`src/rtl/syn_i2s_rx.sv`:
```
// syn_i2s_rx: I2S receiver that assembles left/right words into PCM frames.
//   clk, rst_n      system clock, asynchronous active-low reset
//   adc_bclk/lrc/dat codec bit clock, word select (0=L, 1=R) and serial data
//   cfg_en, cfg_bps  receiver enable, sample width (0 = 16 bit, 1 = 32 bit)
//   pcm_data         {lchnnl, rchnnl}, each PCM_DATA_W wide
//   pcm_valid/ready  output handshake; ovrflw pulses when a frame is dropped
module syn_i2s_rx #(
    parameter int PCM_DATA_W = 32
) (
    input  logic                    clk,
    input  logic                    rst_n,
    input  logic                    adc_bclk,
    input  logic                    adc_lrc,
    input  logic                    adc_dat,
    input  logic                    cfg_en,
    input  logic                    cfg_bps,
    output logic [2*PCM_DATA_W-1:0] pcm_data,
    output logic                    pcm_valid,
    input  logic                    pcm_ready,
    output logic                    ovrflw
);
    typedef enum logic {BPS_16, BPS_32} bps_t;
    typedef enum logic [1:0] {IDLE, SYNC, LEFT, RIGHT} state_t;

    state_t                  state, state_nxt;
    bps_t                    bps_l;
    logic                    bclk_m, bclk_s, bclk_d;
    logic                    lrc_m, lrc_s, lrc_p;
    logic                    dat_m, dat_s;
    logic                    bclk_rise, lrc_fall, lrc_rise;
    logic                    start, store_l, done;
    logic [31:0]             sh, lword;
    logic [5:0]              cnt, n;
    logic [4:0]              idx;
    logic [2*PCM_DATA_W-1:0] frm;
    logic                    frm_v;

    function automatic logic [PCM_DATA_W-1:0] ext(input logic [31:0] w, input bps_t b);
        if (b == BPS_32)
            ext = PCM_DATA_W'(w);
        else
            ext = {{(PCM_DATA_W-16){w[15]}}, w[15:0]};
    endfunction

    always_ff @(posedge clk or negedge rst_n) begin
        if (!rst_n) begin
            {bclk_m, bclk_s, bclk_d} <= '0;
            {lrc_m, lrc_s, lrc_p}    <= '0;
            {dat_m, dat_s}           <= '0;
        end else begin
            {bclk_m, bclk_s, bclk_d} <= {adc_bclk, bclk_m, bclk_s};
            {lrc_m, lrc_s}           <= {adc_lrc, lrc_m};
            {dat_m, dat_s}           <= {adc_dat, dat_m};
            if (bclk_rise)
                lrc_p <= lrc_s;
        end
    end

    assign bclk_rise = bclk_s & ~bclk_d;
    assign lrc_fall  = bclk_rise & lrc_p & ~lrc_s;
    assign lrc_rise  = bclk_rise & ~lrc_p & lrc_s;

    always_ff @(posedge clk or negedge rst_n) begin
        if (!rst_n)
            state <= IDLE;
        else
            state <= state_nxt;
    end

    always_comb begin
        state_nxt = state;
        start     = 1'b0;
        store_l   = 1'b0;
        done      = 1'b0;
        if (!cfg_en)
            state_nxt = IDLE;
        else
            case (state)
                IDLE:  state_nxt = SYNC;
                SYNC:  if (lrc_fall) begin
                           state_nxt = LEFT;
                           start     = 1'b1;
                       end
                LEFT:  if (lrc_rise) begin
                           state_nxt = RIGHT;
                           store_l   = 1'b1;
                       end
                RIGHT: if (lrc_fall) begin
                           state_nxt = LEFT;
                           done      = 1'b1;
                       end
                default: state_nxt = IDLE;
            endcase
    end

    // Bits land MSB-first at position N-1-cnt, so a short word stays
    // MSB-aligned with zeroed LSBs and bits past N are simply not taken.
    assign n   = (bps_l == BPS_32) ? 6'd32 : 6'd16;
    assign idx = ((bps_l == BPS_32) ? 5'd31 : 5'd15) - cnt[4:0];

    always_ff @(posedge clk or negedge rst_n) begin
        if (!rst_n) begin
            sh    <= '0;
            cnt   <= '0;
            bps_l <= BPS_16;
            lword <= '0;
            frm   <= '0;
            frm_v <= 1'b0;
        end else begin
            frm_v <= done;
            if (start || done)
                bps_l <= bps_t'(cfg_bps);
            if (store_l)
                lword <= sh;
            if (done)
                frm <= {ext(lword, bps_l), ext(sh, bps_l)};
            // The bit sampled on an lrc transition belongs to the previous
            // word and is dropped; the new word starts from an empty register.
            if (start || store_l || done) begin
                sh  <= '0;
                cnt <= '0;
            end else if (bclk_rise && (state == LEFT || state == RIGHT) && cnt < n) begin
                sh[idx] <= dat_s;
                cnt     <= cnt + 6'd1;
            end
        end
    end

    always_ff @(posedge clk or negedge rst_n) begin
        if (!rst_n) begin
            pcm_data  <= '0;
            pcm_valid <= 1'b0;
            ovrflw    <= 1'b0;
        end else begin
            if (frm_v && (!pcm_valid || pcm_ready)) begin
                pcm_data  <= frm;
                pcm_valid <= 1'b1;
            end else if (pcm_valid && pcm_ready) begin
                pcm_valid <= 1'b0;
            end
            ovrflw <= frm_v && pcm_valid && !pcm_ready;
        end
    end
endmodule

```
`config.mk`:
```
export PLATFORM = sky130hd
export DESIGN_NAME = syn_i2s_rx
export DESIGN_NICKNAME = d
export VERILOG_FILES = /design/src/rtl/syn_i2s_rx.sv
export SDC_FILE = /design/constraint.sdc
export NUM_CORES = 1
export LEC_CHECK = 0
export CAP_MARGIN = 0
export CORE_MARGIN = 8
export CORE_UTILIZATION = 45
export DETAILED_ROUTE_END_ITERATION = 10
export DONT_BUFFER_PORTS = 1
export HOLD_SLACK_MARGIN = 0.08
export PLACE_DENSITY = 0.66
export SETUP_SLACK_MARGIN = 0.15
export SLEW_MARGIN = 25
export SYNTH_ARGS = -nofsm -noshare
export SYNTH_HDL_FRONTEND = slang
export SYNTH_SLANG_ARGS = --single-unit
```
`constraint.sdc`:
```
create_clock -name clk -period 3.75 [get_ports clk]
set_input_delay 0.1875 -clock clk [delete_from_list [all_inputs] [get_ports clk]]
set_output_delay 0.1875 -clock clk [all_outputs]
set_load 0.01 [all_outputs]
```
==> impl_metrics.ini <==
[outcome]
status = finished with violations
violations = negative hold slack

[placed_design]
place_ws_ns = 1.52
numPortBuffers = 0
place_congestion = 0.783
hpwl_um = 11800

[timing]
skew_ns = 0.00827
finalHoldViolCount = 212
fin_crit_ns = 2.21
rsz0062_at_grt = false
setup_ws_ns = 1.54
period_share = 0.588
hold_slack_ns = -0.626
slew_headroom = 0.382
worst_slew_pin_slew_ns = 0.924
setup_viol = 0
slew_violations = 0
max_freq_mhz = 453
setup_tns_ns = 0

[synthesis]
synth_area_leaders = dfrtp_1 59%, mux2_2 20%, nor4_1 4.8%
yosys_warnings = 0
synthTopCellsByCount = 212 x dfrtp_1, 156 x mux2_2, 71 x nand2_1, 68 x nor4_1, 35 x nor2_1
yosysTopAreaCell = dfrtp_1
synth_top_area_frac = 0.594
synth_cell_types = 37
avgSynthCellArea_sq_um = 12.6
yosysMostFrequentCell = dfrtp_1
synthArstFlopShare = 1.00
ys_seq_area_frac = 0.594
synth_edf_count = 0
syn_area_sq_um = 8930
syn-num-nets = 720
synthCells = 706
ys_ff_latch = 212
ys.flop_type = dfrtp_1

[pwr]
seqPwrFrac = 0.480
pwr_density_cell_nw_per_um2 = 495
p_int_mw = 3.72
p_sw_frac = 0.244
leakage_nw = 4.83
p_clk_frac = 0.445
power_frac_comb = 0.075
power_mw = 4.92
vdd_ir_drop_max_uv = 339
power.switching_mw = 1.20

[cts]
cts_setup_buffers = 0
clkLatencyLatePin_ns = 0.51
post_cts_resized = 0
cts_sinks = 212
cts_root_buf = clkbuf_16
cts_max_level = 1
path_clk_slew_ns = 0.06
clk_path_buf_depth = 3
cts_inserted_buffers = 23
cts_hold_buf = 6
cts_tree = done

[global_routing]
grt_overflow_total = 0
grt_max_degree = 213
grt_pass1_vias = 5584
use_met2 = 0.242
grt_usage = 0.153
grt_pass1_wl_um = 30400
grtUsageMet1 = 0.206
top_usage_layer = met2
use_met3 = 0.0375
antenna_found_initial = 0

[finish]
syn_to_final_growth_pct = 11.3
insertedDiodeCount = 0
drive_gt1_frac = 0.294
nNetsFinal = 708
fillerInstances = 1644

[job]
drv_cap = 0

[setup_path]
required_ns = 4.14
reg2reg_slack_ns = 1.54
reg2reg_from = bps_l
reg2regPathDepth = 6
critPathArrivalTime_ns = 2.60
critPathLaunch = bps_l
crit_fanout = 33
critPathCaptureType = flip-flop
start_kind = flip-flop
r2r-end = sh[20]
critical_path_class = flip-flop to flip-flop

[routing]
drt_iter0_drc = 286
drt_first_pass_iters = 5
antenna_left = 0
vias = 5444
wl_per_cell_um = 18.9
routed_via_density = 5.60
routed_wl_um = 18400
drcViolationCount = 0

[die]
core_region_area_sq_um = 19500
die_w_um = 157
die_y_um = 157
num_rows = 51
io_pins = 74
start_util = 0.459
die-area_sq_um = 24600

[min_path]
min_path_type = input pin to async pin
[cell families after synthesis]
| family | after synthesis | share of synthesized area |
|---|---|---|
| AND/OR/NAND/NOR | 214 | 0.127 |
| flip-flops | 212 | 0.594 |
| multiplexers | 160 | 0.202 |
| buffers and inverters | 66 | 0.0341 |
| AO/OA/AOI/OAI | 48 | 0.0345 |
| adder cells (fa/ha/maj) | 6 | 0.00841 |
[cell usage in the layout (no fill, tap or decap), drive strengths merged, types with 2 or more instances in the layout]
master       Yosys  final
nand3            5      5
nor2b            2      2
a2111oi          2      2
a21oi            4      4
inv             12     13
clkbuf          21     33
nor3b            3      3
buf             33     11
dfrtp          212    212
nand3b           3      3
nor4            68     68
a31oi           33     33
and3b            5      5
o21ai            3      3
nand2           71     71
dlygate4sd3      0      6
clkinv           0      4
or4b             3      3
nand4bb          5      5
or4              2      2
nand2b           6      6
nor2            35     35
ha               6      6
mux2           160    160
[through the flow]
| stage | util | area, sq um | hold slack, ns | std cells |
|---|---|---|---|---|
| finish | 0.510 | 9930 | -0.626 | 973 |
| global route | 0.510 | 9930 | -0.658 | 973 |
| CTS | 0.509 | 9910 | -0.647 | 972 |
| detailed placement | 0.468 | 9100 | -0.0975 | 927 |
| global placement | 0.468 | 9100 | -0.0967 | 927 |
| floorplan | - | 8930 | -0.108 | 706 |
[layer usage]
metal / vias to the layer above / wire length, um / part of all wire
met5: - / 0 / 0
met4: 0 / 309 / 0.017
met3: 23 / 1290 / 0.070
met2: 150 / 8600 / 0.47
met1: 2763 / 8180 / 0.45
li1: 2508 / - / -
[flip-flops by register name, summed over array words and instances, names as in the netlist]
signal     cells
frm_v          1
lrc_m          1
dat_m          1
pcm_valid      1
lrc_s          1
frm           64
bclk_s         1
bclk_d         1
bclk_m         1
ovrflw         1
cnt            6
pcm_data      64
dat_s          1
state          2
bps_l          1
lrc_p          1
sh            32
lword         32
[power groups by stage]
| stage | sequential [mW] | combinational, mW | clock (mW) |
|---|---|---|---|
| 6_report | 2.36 | 0.370 | 2.19 |
| 5_1_grt | 2.36 | 0.395 | 2.36 |
| 4_1_cts | 2.36 | 0.365 | 2.25 |
| 3_5_place_dp | 2.40 | 0.358 | 0 |
| 3_3_place_gp | 2.40 | 0.352 | 0 |
| 2_1_floorplan | 2.37 | 0.263 | 0 |
[worst max path at each step]
stage / end / slack [ns]
2_1_floorplan: sh[12] / 1.64
5_1_grt: pcm_data[14] / 1.37
3_5_place_dp: pcm_data[14] / 1.52
6_report: sh[20] / 1.54
3_3_place_gp: sh[20] / 1.56
4_1_cts: pcm_data[14] / 1.51
[cell type report]
cell class                      instances  area, sq um  share of cell area
Timing Repair Buffer                   17          175              0.0176
Tap cell                              265          332              0.0334
Multi-Input combinational cell        428         3330               0.336
Clock buffer                           33          673              0.0678
Clock inverter                          6         70.1             0.00705
Inverter                               12         45.0             0.00453
Sequential cell                       212         5310               0.534
[worst max-delay path, cell delays in order, from the launching register on]
cell      delay (ns)
dfrtp_1         0.34
inv_1           0.06
ha_1            0.21
and4bb_2        0.83
buf_4           0.24
a31oi_1         0.08
nor4_1          0.32
Note: power is estimated with default switching activity, not from simulation.
